**config.mk**
```make
export PLATFORM = sky130hd
export DESIGN_NAME = pheap_arb
export DESIGN_NICKNAME = d
export VERILOG_FILES = /design/src/rtl/pheap_arb_pkg.sv /design/src/rtl/pheap_arb_rr.sv /design/src/rtl/pheap_arb.sv
export SDC_FILE = /design/constraint.sdc
export NUM_CORES = 1
export LEC_CHECK = 0
export BUFFER_PORTS_ARGS = -buffer_cell sky130_fd_sc_hd__buf_2
export CORE_MARGIN = 5
export CORE_UTILIZATION = 25
export CTS_BUF_LIST = sky130_fd_sc_hd__clkbuf_8
export DETAILED_ROUTE_END_ITERATION = 7
export PLACE_DENSITY = 0.47
export SLEW_MARGIN = 40
export SYNTH_ARGS = -nofsm -noshare
export SYNTH_HDL_FRONTEND = slang
export SYNTH_SLANG_ARGS = --single-unit
```
**constraint.sdc**
```tcl
create_clock -name clk -period 10.6 [get_ports clk]
set_input_delay 1.59 -clock clk [delete_from_list [all_inputs] [get_ports clk]]
set_output_delay 1.59 -clock clk [all_outputs]
set_load 0.01 [all_outputs]
```
**src/rtl/pheap_arb_pkg.sv**
```systemverilog
// Shared types for the pheap arbiter: pheap opcodes and arbiter FSM states.
package pheapTypes;

  typedef enum logic {
    LEQ = 1'b0,
    DEQ = 1'b1
  } opcode_t;

  typedef enum logic [1:0] {
    IDLE,
    ISSUE,
    DEQ_WAIT,
    DONE
  } arb_state_t;

endpackage

```
**src/rtl/pheap_arb_rr.sv**
```systemverilog
// Round-robin request selector: first asserted request at or after rr_ptr wins.
module rr_arbiter #(
  parameter int unsigned NREQ = 4,
  parameter int unsigned PW   = (NREQ > 1) ? $clog2(NREQ) : 1
) (
  input  logic [NREQ-1:0] req,
  input  logic [PW-1:0]   rr_ptr,
  output logic [NREQ-1:0] grant,
  output logic            any
);

  logic [PW-1:0] idx;
  logic          found;

  always_comb begin
    grant = '0;
    found = 1'b0;
    idx   = '0;
    for (int unsigned i = 0; i < NREQ; i++) begin
      idx = PW'((32'(rr_ptr) + i) % NREQ);
      if (!found && req[idx]) begin
        grant[idx] = 1'b1;
        found      = 1'b1;
      end
    end
  end

  assign any = |req;

endmodule

```
**src/rtl/pheap_arb.sv**
```systemverilog
// Arbitrates NREQ requesters onto one pheap command port with a single
// operation in flight; tracks occupancy and guards against over/underflow.
module pheap_arb
  import pheapTypes::*;
#(
  parameter int unsigned NREQ    = 4,
  parameter int unsigned DEPTH   = 15,
  parameter int unsigned TIMEOUT = 64
) (
  input  logic                       clk,
  input  logic                       rst,
  input  logic [NREQ-1:0]            req,
  input  opcode_t [NREQ-1:0]         op,
  input  logic [NREQ-1:0][31:0]      pri,
  output logic [NREQ-1:0]            gnt,
  output logic [NREQ-1:0]            resp_valid,
  output logic [31:0]                resp_pri,
  output logic                       resp_err,
  output logic                       pq_valid,
  output opcode_t                    pq_toperation,
  output logic [31:0]                pq_priorityIn,
  input  logic                       pq_rdy,
  input  logic                       pq_valid_out,
  input  logic [31:0]                pq_priorityOut,
  output logic [$clog2(DEPTH+1)-1:0] count,
  output logic                       empty,
  output logic                       full
);

  localparam int unsigned PW = (NREQ > 1) ? $clog2(NREQ) : 1;
  localparam int unsigned CW = $clog2(DEPTH + 1);
  localparam int unsigned TW = (TIMEOUT > 1) ? $clog2(TIMEOUT) : 1;

  arb_state_t      state, state_nxt;
  logic [PW-1:0]   rr_ptr, win_idx, arb_idx;
  opcode_t         win_op;
  logic [31:0]     win_pri;
  logic [TW-1:0]   wdog;
  logic [NREQ-1:0] arb_grant;
  logic            arb_any, accept, reject, wdog_hit;

  rr_arbiter #(.NREQ(NREQ), .PW(PW)) u_rr (
    .req    (req),
    .rr_ptr (rr_ptr),
    .grant  (arb_grant),
    .any    (arb_any)
  );

  always_comb begin
    arb_idx = '0;
    for (int unsigned i = 0; i < NREQ; i++)
      if (arb_grant[PW'(i)]) arb_idx = PW'(i);
  end

  assign empty    = (count == '0);
  assign full     = (count == CW'(DEPTH));
  assign accept   = (state == IDLE) && arb_any && pq_rdy;
  assign reject   = (op[arb_idx] == LEQ) ? full : empty;
  assign wdog_hit = (wdog == TW'(TIMEOUT - 1));

  always_ff @(posedge clk) begin
    if (rst) state <= IDLE;
    else     state <= state_nxt;
  end

  always_comb begin
    state_nxt = state;
    case (state)
      IDLE:     if (accept) state_nxt = reject ? DONE : ISSUE;
      ISSUE:    state_nxt = (win_op == LEQ) ? DONE : DEQ_WAIT;
      DEQ_WAIT: if (pq_valid_out || wdog_hit) state_nxt = DONE;
      DONE:     state_nxt = IDLE;
      default:  state_nxt = IDLE;
    endcase
  end

  // Outputs are held at their reset values while rst is high so an abandoned
  // operation can never emit a stray grant, command or response.
  always_comb begin
    gnt           = '0;
    resp_valid    = '0;
    pq_valid      = 1'b0;
    pq_toperation = LEQ;
    pq_priorityIn = '0;
    if (!rst) begin
      if (accept) gnt = arb_grant;
      case (state)
        ISSUE: begin
          pq_valid      = 1'b1;
          pq_toperation = win_op;
          pq_priorityIn = (win_op == LEQ) ? win_pri : '0;
        end
        DONE:    resp_valid[win_idx] = 1'b1;
        default: ;
      endcase
    end
  end

  always_ff @(posedge clk) begin
    if (rst) begin
      rr_ptr   <= '0;
      win_idx  <= '0;
      win_op   <= LEQ;
      win_pri  <= '0;
      count    <= '0;
      wdog     <= '0;
      resp_pri <= '0;
      resp_err <= 1'b0;
    end else begin
      case (state)
        IDLE: if (accept) begin
          win_idx <= arb_idx;
          win_op  <= op[arb_idx];
          win_pri <= pri[arb_idx];
          if (reject) begin
            resp_pri <= '0;
            resp_err <= 1'b1;
          end
        end
        ISSUE: if (win_op == LEQ) begin
          if (!full) count <= count + 1'b1;
          resp_pri <= win_pri;
          resp_err <= 1'b0;
        end else begin
          if (!empty) count <= count - 1'b1;
          wdog <= '0;
        end
        DEQ_WAIT: if (pq_valid_out) begin
          resp_pri <= pq_priorityOut;
          resp_err <= 1'b0;
        end else if (wdog_hit) begin
          resp_pri <= '0;
          resp_err <= 1'b1;
        end else begin
          wdog <= wdog + 1'b1;
        end
        DONE: rr_ptr <= (win_idx == PW'(NREQ - 1)) ? '0 : win_idx + 1'b1;
        default: ;
      endcase
    end
  end

endmodule

```
==> results of run 1 <==
==> kinds of logic (layout without fill, tap and decap cells) <==
kind of cell	after synthesis	count (layout)	synth area share [%]
AO/OA/AOI/OAI	136	136	19.1
XOR/XNOR	7	7	1.11
multiplexers	77	77	15.0
buffers and inverters	72	293	5.73
other	0	2	0
flip-flops	82	82	29.8
AND/OR/NAND/NOR	275	275	24.6
adder cells (fa/ha/maj)	20	20	4.68
==> worst reg2reg max path, delay by kind of cell (launching register included) <==
kind / cells / cell delay, ns
AOI/OAI and AO/OA: 2 / 0.69
adders and majority gates: 1 / 0.44
buffers and inverters: 3 / 1.02
DFF: 1 / 0.72
muxes: 2 / 1.03
and+or+nand+nor: 3 / 0.67
==> per-layer routing <==
layer	GRT usage, %	part of all wire, %	vias to the layer above
met5	0	0.065	-
met4	4.87	1.6	2
met2	21.6	42	163
met1	23.3	50	2403
li1	-	-	2813
met3	2.53	5.9	18
==> layout by cell type (no fill, tap or decap), types with 3 or more instances in the layout <==
cell type,count
mux4_2,4
nand2b_1,34
buf_2,252
nand2_1,48
a22o_1,32
clkbuf_8,10
nor3b_1,3
xnor2_1,3
xor2_1,4
nor2_1,85
clkinv_2,3
nor3_1,36
nor2b_1,7
buf_4,10
inv_1,15
mux2i_1,70
and2_1,41
nand3_1,6
dfxtp_1,82
o21ai_0,5
a21oi_1,11
a211oi_1,67
or3_1,3
ha_1,19
==> stage by stage <==
stage / std cells / instance area (sq um) / power, uW / setup WS, ns / util, %
floorplan: 669 / 5510 / 963 / 5.44 / -
global placement: 1154 / 6940 / 1170 / 5.62 / 31.9
detailed placement: 1154 / 6940 / 1170 / 5.55 / 31.9
CTS: 1170 / 7140 / 1410 / 5.64 / 32.8
global route: 1170 / 7140 / 1500 / 5.41 / 32.8
finish: 1172 / 7140 / 1390 / 5.70 / 32.8
==> worst min-delay path by stage <==
| stage | from | to | cells after the start |
|---|---|---|---|
| floorplan | wdog[1]$_SDFFE_PP0P_ | wdog[1]$_SDFFE_PP0P_ | 2 |
| global placement | resp_pri[21]$_SDFFE_PP0P_ | resp_pri[21]$_SDFFE_PP0P_ | 2 |
| detailed placement | resp_pri[15]$_SDFFE_PP0P_ | resp_pri[15]$_SDFFE_PP0P_ | 2 |
| CTS | wdog[1]$_SDFFE_PP0P_ | wdog[1]$_SDFFE_PP0P_ | 2 |
| global route | resp_pri[19]$_SDFFE_PP0P_ | resp_pri[19]$_SDFFE_PP0P_ | 2 |
| finish | resp_pri[15]$_SDFFE_PP0P_ | resp_pri[15]$_SDFFE_PP0P_ | 2 |
==> Yosys cell counts (8+ instances only) <==
cell type,count,area (sq um)
nor2_1,86,323
dfxtp_1,82,1640
mux2i_1,70,701
a211oi_1,67,503
nand2_1,48,180
clkbuf_1,44,165
and2_1,41,257
nor3_1,36,180
nand2b_1,34,213
a22o_1,33,289
ha_1,19,238
inv_1,14,52.6
a21oi_1,11,55.1
nor2b_1,8,50.1
==> area by class of cell <==
cell class | instances | area, sq um | share of cell area [%]
clock inverter | 6 | 57.6 | 0.806
inverter | 15 | 56.3 | 0.788
multi-input combinational | 515 | 3560 | 49.8
timing repair buffer | 262 | 1340 | 18.7
clock buffer | 10 | 138 | 1.93
tap | 280 | 350 | 4.90
antenna | 2 | 5.00 | 0.0701
sequential | 82 | 1640 | 23.0
==> power breakdown <==
part           total (uW)  switching [uW]  internal [uW]
registers             432            68.0            364
clock network         233             120            114
logic                 721             430            291
==> registers in the layout, indices dropped and copies added, names as in the netlist <==
signal and count:
wdog 6, count 4, win_pri 32, resp_err 1, win_op 1, state 2
rr_ptr 2, resp_pri 32, win_idx 2
==> impl_results.md, run 1 <==
- Share of cells above drive strength 1: 33.0%
- Setup TNS: 0 ns
- Synthesized instance count: 669
- Outcome: completed
- Synth async-reset ratio: 0%
- PortBufs: 252
- Worst-case clock skew: 0.0109 ns
- Final period utilization: 46.2%
- Initial Utilization: 25.3%
- Vias in the first global route: 5,136
- Number of synthesized flops with an enable pin: 0
- H-tree depth: 3
- CP Depth: 8
- CTS tree: built
- Area Growth Syn to Fin: 29.8%
- Global route overflow: 0
- Maximum vdd drop: 0.114 mV
- Worst slew pin tran: 0.807 ns
- Final Max Tran Viols: 0
- DRC viols: 0
- Critical path cell sequence: inv_1, ha_1, mux4_2, a221oi_2, o21ai_0, a22o_2, nor3b_1, buf_2
- Crit path time final: 4.90 ns
- Sink Count: 82
- Nets: 1,077
- Final wirelength: 20,000 um
- Num CTS Buffers: 9
- Register bit total from synthesis: 82
- R2R Path Start: rr_ptr[0]$_SDFFE_PP0N_
- Critical Path End: gnt[1]
- Via count: 5,399
- Row count: 54
- Cts hold-fix bufs: 0
- First-pass DRT Iterations: 4
- Mapped Nets: 861
- Tot GR Track Use: 15.2%
- Violation count after the first detailed-route iteration: 235
- Die W: 158 um
- Synth cell types: 54
- Worst setup EP type: output pin
- Hold WC Path Type: reg2reg
- Crit-path slowest cell: dfxtp_1
- Antenna-violating nets left: 0
- Top Ports: 253
- Final hold slack: 0.474 ns
- CP startpoint: rr_ptr[0]$_SDFFE_PP0N_
- Mapped Area: 0.00551 sq mm
- Routed vias/inst: 4.61
- Worst reg-to-reg setup slack: 5.92 ns
- Leakage: 0.00330 uW
- Synth Warn #: 0
- DP HPWL: 15,600 um
- RSZ-0062 raised after global routing: false
- FF-to-FF End: resp_err$_SDFFE_PP0P_
- Number of fill cells: 2,386
- Clock-pin slew on the worst setup and hold paths: 0.08 ns
- Die area: 0.0251 sq mm
- Final Hold Fails: 0
- Crit path arrival time: 3.31 ns
- Die Y: 158 um
- Global-route wire length before repair: 29,400 um
- Routability cong.: 0.819
- Worst-case clock buffer depth: 2
- Main synth FF type: dfxtp_1
- CP max FO: 17
- PostCTS Resize Cnt: 0
- CP Data Required Time: 9.01 ns
- Critical path type: reg2out
- Pwr/cell area: 194 mW/mm^2
- Core area: 0.0218 sq mm
- Clock root buffer master: clkbuf_8
- Endpoints failing setup: 0
- Setup Buffers After CTS: 0
- Register-to-Register Path Depth: 11
- Pin count of the biggest net entering global routing: 79
- Sequential-to-total area share from yosys stat: 29.8%
- Max Clk Rate: 204 MHz
- Biggest cell delay along the critical path: 0.72 ns
- CP bufs+invs: 2
- Slew headroom: 46.2%
- Max Cap Viol: 0
- Cell family with most CP delay: flip-flops
- Initial antenna violation count: 1
- Startpoint Class: register
- Avg WL per Cell: 17.0 um
- Avg Synthesized Cell Area: 8.23 sq um
- Worst skew pair latency: 0.37 ns
Power figures use the tool's default switching activity.
==> inputs of run 2 (changes only) <==
- ABC_AREA: not set -> 1
- PLACE_DENSITY: 0.47 -> 0.49
- clock period: 10.6 -> 4.5 ns (I/O delays scaled with it)
==> run 2 against run 1 <==
Critical path type is now reg2reg; critical path depth increased by 8; flip-flop and latch count did not move; cell count rose by 21%; die area grew 0.85%; first-iteration DRC count rose by 38%; global-route usage grew 2.5 points; combinational power increased to 3.4 times the previous value; synthesized area is 0.91% higher; clock skew shrank 0.0015 ns; non-clock buffer count unchanged; synthesized cell count increased by 38%; worst hold slack gained 0.010 ns.
==> impl_results.md, run 2 <==
- Global-route wire length before repair: 36,400 um
- Register bit total from synthesis: 82
- Worst-case clock skew: 0.00943 ns
- Core area: 0.0218 sq mm
- Main synth FF type: dfxtp_1
- DP HPWL: 17,900 um
- Number of synthesized flops with an enable pin: 0
- Fin util: 33.1%
- FF-to-FF End: win_pri[27]$_SDFFE_PP0P_
- Tot GR Track Use: 17.7%
- Nets: 1,324
- Design Area, Final: 0.00723 sq mm
- Avg WL per Cell: 16.4 um
- Worst reg-to-reg setup slack: 0.73 ns
- Min-Delay Startpoint: wdog[2]$_SDFFE_PP0P_
- DR top layer: met5
- PostCTS Resize Cnt: 0
- Max Clk Rate: 265 MHz
- Initial Utilization: 25.5%
- Slew headroom: 46.1%
- Startpoint Class: register
- H-tree depth: 3
- Cts hold-fix bufs: 0
- Met3 Wirelength: 1510 um
- RSZ-0062 raised after global routing: false
- Critical path type: reg2reg
- DRC viols: 0
- Hold depth: 2
- Endpoints failing setup: 0
- Number of fill cells: 2,497
- Dominant cell type by area after synthesis: dfxtp_1
- Via count: 6,613
- Row count: 54
- Routability cong.: 0.873
- First-pass DRT Iterations: 5
- Placed Area: 0.00699 sq mm
- Final Max Tran Viols: 0
- Mapped Nets: 1,113
- Biggest regs: resp_pri: 32 flops, win_pri: 32 flops, wdog: 6 flops
- CP max FO: 33
- Vias in the first global route: 6,478
- Worst-case clock buffer depth: 2
- Top-count cell post-synth: nand2_1
- Routed vias/inst: 4.66
- Clock-pin slew on the worst setup and hold paths: 0.09 ns
- Final wirelength: 23,300 um
- Pin count of the biggest net entering global routing: 63
- DP Cell Count: 1,401
- Hold endpoint: wdog[2]$_SDFFE_PP0P_
- Dominant cells by area after synthesis: dfxtp_1 30%, o21ai_0 13%, nand2_1 11%
- Maximum vdd drop: 0.248 mV
- Crit path time final: 3.77 ns
- Final Hold Fails: 0
- Most common cell after layout, fill and taps aside: buf_2
- Leakage: 0.00344 uW
- R2R Path Start: rr_ptr[0]$_SDFFE_PP0N_
- Synth Warn #: 0
- Hold WC Path Type: reg2reg
- Setup Buffers After CTS: 0
- Synthesized instance count: 921
- Pwr/cell area: 571 mW/mm^2
- Worst skew pair latency: 0.37 ns
- Most frequent cells in the layout: 252 x buf_2, 158 x nand2_1, 149 x nor2_1
- Synth async-reset ratio: 0%
- Mapped Area: 0.00556 sq mm
- Violation count after the first detailed-route iteration: 325
- Sink Count: 82
- Outcome: completed
- Num CTS Buffers: 9
- M1 WL: 11,000 um
- CP Data Required Time: 4.75 ns
- Worst setup EP type: register
- PortBufs: 252
- Overall Power: 4120 uW
- Area Growth Syn to Fin: 30.1%
- Die W: 159 um
- Register-to-Register Path Depth: 16
- Top-area cell type share of the netlist area: 29.5%
- Avg Synthesized Cell Area: 6.03 sq um
- Crit path arrival time: 4.02 ns
- Synth cell count leaders: 159 x nand2_1, 149 x nor2_1, 147 x o21ai_0, 82 x dfxtp_1, 80 x inv_1
- Initial antenna violation count: 3
- Met2 WL: 10,500 um
- Final period utilization: 83.9%
- Die Y: 159 um
- Setup TNS: 0 ns
- Max Cap Viol: 0
- Top Ports: 253
- Clock root buffer master: clkbuf_8
- Sequential-to-total area share from yosys stat: 29.5%
- Antenna-violating nets left: 0
- Die area: 0.0253 sq mm
- Final non-filler cell total: 1,419
- Worst slew pin tran: 0.801 ns
- Global route overflow: 0
- CTS tree: built
- Share of cells above drive strength 1: 26.8%
- Synth cell types: 36
run 2: changes by cell type in the layout (fill, tap and decap cells not counted), moves of 62 or more:
cell | before | now
a21oi_1 | 11 | 79
inv_1 | 15 | 77
nor2_1 | 85 | 149
mux2i_1 | 70 | 0
nand2_1 | 48 | 158
o21ai_0 | 5 | 147
run 2: final cells by class:
type                       instances  area [sq um]  share of cell area [%]
antenna                            2          5.00                  0.0693
clock buffer                      10           138                    1.90
clock inverter                     6          90.1                    1.25
inverter                          86           323                    4.47
multi-input combinational        691          3340                    46.3
sequential                        82          1640                    22.7
tap                              280           350                    4.85
timing repair buffer             262          1340                    18.5
run 2: worst max path at each step:
stage	startpoint	end	slack (ns)	cells past startpoint
floorplan	rr_ptr[0]$_SDFFE_PP0N_	gnt[3]	1.92	12
global placement	rr_ptr[0]$_SDFFE_PP0N_	win_pri[27]$_SDFFE_PP0P_	0.75	14
detailed placement	rr_ptr[0]$_SDFFE_PP0N_	win_pri[27]$_SDFFE_PP0P_	0.68	16
CTS	rr_ptr[0]$_SDFFE_PP0N_	win_pri[27]$_SDFFE_PP0P_	0.66	16
global route	rr_ptr[0]$_SDFFE_PP0N_	win_pri[27]$_SDFFE_PP0P_	0.28	16
finish	rr_ptr[0]$_SDFFE_PP0N_	win_pri[27]$_SDFFE_PP0P_	0.73	16
run 2: cell families after synthesis:
kind of cell	synth area share, %
compound gates	24.1
xor+xnor	0.158
fa+ha+maj	4.64
buf+inv	10.5
flops	29.5
simple gates	31.1
run 2: routing by layer:
metal | global-route usage [%] | vias up
met3 | 3.96 | 24
li1 | - | 3445
met2 | 27.7 | 221
met4 | 5.00 | 2
met5 | 0 | -
met1 | 24.5 | 2921
run 2: report_power, final:
| group | internal, uW | switching, uW | leakage (uW) |
|---|---|---|---|
| logic | 753 | 1660 | 0.00265 |
| clock network | 329 | 305 | 0.000112 |
| registers | 942 | 133 | 0.000675 |
| total | 2020 | 2100 | 0.00344 |
run 2: worst max-delay path, stage by stage, from the launching register on:
cell     delay [ns]
dfxtp_1        0.50
inv_2          0.15
ha_1           0.36
inv_1          0.10
nand3_1        0.08
nand2_1        0.11
nand2_2        0.10
nor2_2         0.13
nand2_1        0.06
nand2_1        0.08
nor2_2         0.06
nand2_2        0.07
nand2_2        0.19
inv_2          0.49
nand2_1        0.56
o21ai_0        0.50
a21oi_1        0.11
run 2: per-stage QoR:
step / setup slack [ns] / hold WS [ns]
after floorplan: 1.92 / 0.448
after global placement: 0.751 / 0.460
after detailed placement: 0.679 / 0.465
after CTS: 0.657 / 0.488
after global routing: 0.284 / 0.506
final: 0.726 / 0.484
==> inputs of run 3 (changes only) <==
- ABC_AREA: 1 -> 0
- PLACE_DENSITY: 0.49 -> 0.47
- clock period: 4.5 -> 3.6 ns (I/O delays scaled with it)
==> run 3 against run 2 <==
Die area decreased by 0.85%; clock skew increased by 0.0015 ns; combinational power decreased by 10%; highest routed layer is now met4; final area increased by 1.1%; worst hold slack got worse by 0.010 ns; utilization increased by 0.47 points; setup slack got worse by 0.56 ns; count of clock-buffer cells in the layout unchanged.
==> impl_results.md, run 3 (same netlist as run 1, synthesis figures left out) <==
- Vias in the first global route: 5,235
- Biggest regs: resp_pri: 32 flops, win_pri: 32 flops, wdog: 6 flops
- Row count: 54
- Slew headroom: 57.4%
- CP bufs+invs: 2
- Top Ports: 253
- Hold WC Path Type: reg2reg
- Max Cap Viol: 0
- Area Growth Syn to Fin: 32.7%
- Num CTS Buffers: 9
- Final period utilization: 95.3%
- Outcome: completed
- Tot GR Track Use: 15.0%
- Worst-case clock buffer depth: 2
- Setup TNS: 0 ns
- Overall Power: 4270 uW
- Worst-case clock skew: 0.0110 ns
- Share of cells above drive strength 1: 33.8%
- Nets: 1,083
- Design Area, Final: 0.00730 sq mm
- Initial antenna violation count: 1
- Register-to-Register Path Depth: 11
- DRC viols: 0
- Global route overflow: 0
- Maximum vdd drop: 0.397 mV
- FF-to-FF End: resp_pri[26]$_SDFFE_PP0P_
- CTS tree: built
- Pwr/cell area: 585 mW/mm^2
- Routed vias/inst: 4.63
- Sink Count: 82
- Critical path cell sequence: inv_1, ha_4, mux4_2, a221oi_2, o21ai_0, a211oi_1, nor3b_4, or3_1, a31o_2, buf_12, mux2i_1
- Leakage: 0.00336 uW
- Die Y: 158 um
- Die W: 158 um
- Final Max Tran Viols: 0
- Violation count after the first detailed-route iteration: 224
- Endpoints failing setup: 0
- Number of fill cells: 2,376
- DP Cell Count: 1,159
- Antenna-violating nets left: 0
- Worst skew pair latency: 0.36 ns
- Placed Area: 0.00702 sq mm
- Avg WL per Cell: 16.8 um
- Min-Delay Startpoint: resp_pri[9]$_SDFFE_PP0P_
- Final wirelength: 19,800 um
- Crit path arrival time: 3.68 ns
- Final Hold Fails: 0
- Critical path type: reg2reg
- Worst slew pin tran: 0.640 ns
- RSZ-0062 raised after global routing: false
- Final non-filler cell total: 1,177
- Die area: 0.0251 sq mm
- R2R Path Start: rr_ptr[0]$_SDFFE_PP0N_
- Most frequent cells in the layout: 252 x buf_2, 85 x nor2_1, 82 x dfxtp_1
- Cell family with most CP delay: compound AO/OA/AOI/OAI gates
- Fin util: 33.6%
- Hold endpoint: resp_pri[9]$_SDFFE_PP0P_
- Global-route wire length before repair: 29,200 um
- CP Data Required Time: 3.85 ns
- Crit-path slowest cell: mux4_2
- PortBufs: 252
- Worst reg-to-reg setup slack: 0.17 ns
- Routability cong.: 0.825
- Crit path time final: 3.43 ns
- Clock root buffer master: clkbuf_8
- Core area: 0.0218 sq mm
- Via count: 5,446
- Initial Utilization: 25.3%
- Biggest cell delay along the critical path: 0.61 ns
- Pin count of the biggest net entering global routing: 65
- Worst setup EP type: register
- DP HPWL: 15,700 um
- Clock-pin slew on the worst setup and hold paths: 0.09 ns
- CP max FO: 32
- H-tree depth: 3
- Most common cell after layout, fill and taps aside: buf_2
- Max Clk Rate: 292 MHz
- First-pass DRT Iterations: 4
- Hold depth: 2
- Startpoint Class: register
[run 3: worst register-to-register path: cells and delay by family, from the launching register on]
kind | cells | cell delay (ns)
fa+ha+maj | 1 | 0.31
buf+inv | 2 | 0.29
compound gates | 4 | 1.12
simple gates | 2 | 0.48
mux | 2 | 0.79
flops | 1 | 0.33
[run 3: how the worst max path moves through the flow]
stage	from	to	slack (ns)	depth (start not counted)
after floorplan	rr_ptr[0]$_SDFFE_PP0N_	gnt[3]	0.01	11
after global placement	rr_ptr[0]$_SDFFE_PP0N_	resp_pri[30]$_SDFFE_PP0P_	0.21	10
after detailed placement	rr_ptr[0]$_SDFFE_PP0N_	resp_pri[26]$_SDFFE_PP0P_	0.11	10
after CTS	rr_ptr[0]$_SDFFE_PP0N_	gnt[1]	0.02	9
after global routing	rr_ptr[0]$_SDFFE_PP0N_	gnt[1]	0.04	9
final	rr_ptr[0]$_SDFFE_PP0N_	resp_pri[26]$_SDFFE_PP0P_	0.17	11
[run 3: timing repair]
action | 4_1_cts | 5_1_grt
gates resized for setup | 0 | 4
hold buffers | 0 | 0
endpoints found under the setup margin | 0 | 34
hold endpoints to repair | 0 | 0
setup buffers | 0 | 1
[run 3: through the flow]
| step | hold WS (ns) | setup WS, ns |
|---|---|---|
| 2_1_floorplan | 0.449 | 0.0135 |
| 3_3_place_gp | 0.460 | 0.207 |
| 3_5_place_dp | 0.463 | 0.106 |
| 4_1_cts | 0.468 | 0.0174 |
| 5_1_grt | 0.484 | 0.0365 |
| 6_report | 0.474 | 0.171 |
[run 3: report_power, final]
part | switching [uW] | total (uW) | internal, uW
clock network | 355 | 836 | 481
registers | 194 | 1270 | 1070
logic | 1260 | 2170 | 912
[run 3: area by class of cell]
type                            count  area (sq um)  share of cell area, %
Multi-Input combinational cell    515          3580                   49.1
Sequential cell                    82          1640                   22.5
Timing Repair Buffer              268          1420                   19.4
Tap cell                          280           350                   4.80
Clock buffer                       10           138                   1.88
Clock inverter                      6           114                   1.56
Inverter                           15          56.3                  0.771
Antenna cell                        1          2.50                 0.0343
[run 3: routing by layer]
| metal | global-route usage [%] | routed length (um) | up-vias | share of wire [%] |
|---|---|---|---|---|
| met4 | 4.79 | 314 | 0 | 1.6 |
| li1 | - | - | 2819 | - |
| met2 | 21.8 | 8550 | 157 | 43 |
| met5 | 0 | 0 | - | 0 |
| met1 | 22.6 | 9870 | 2455 | 50 |
| met3 | 2.20 | 1040 | 15 | 5.3 |
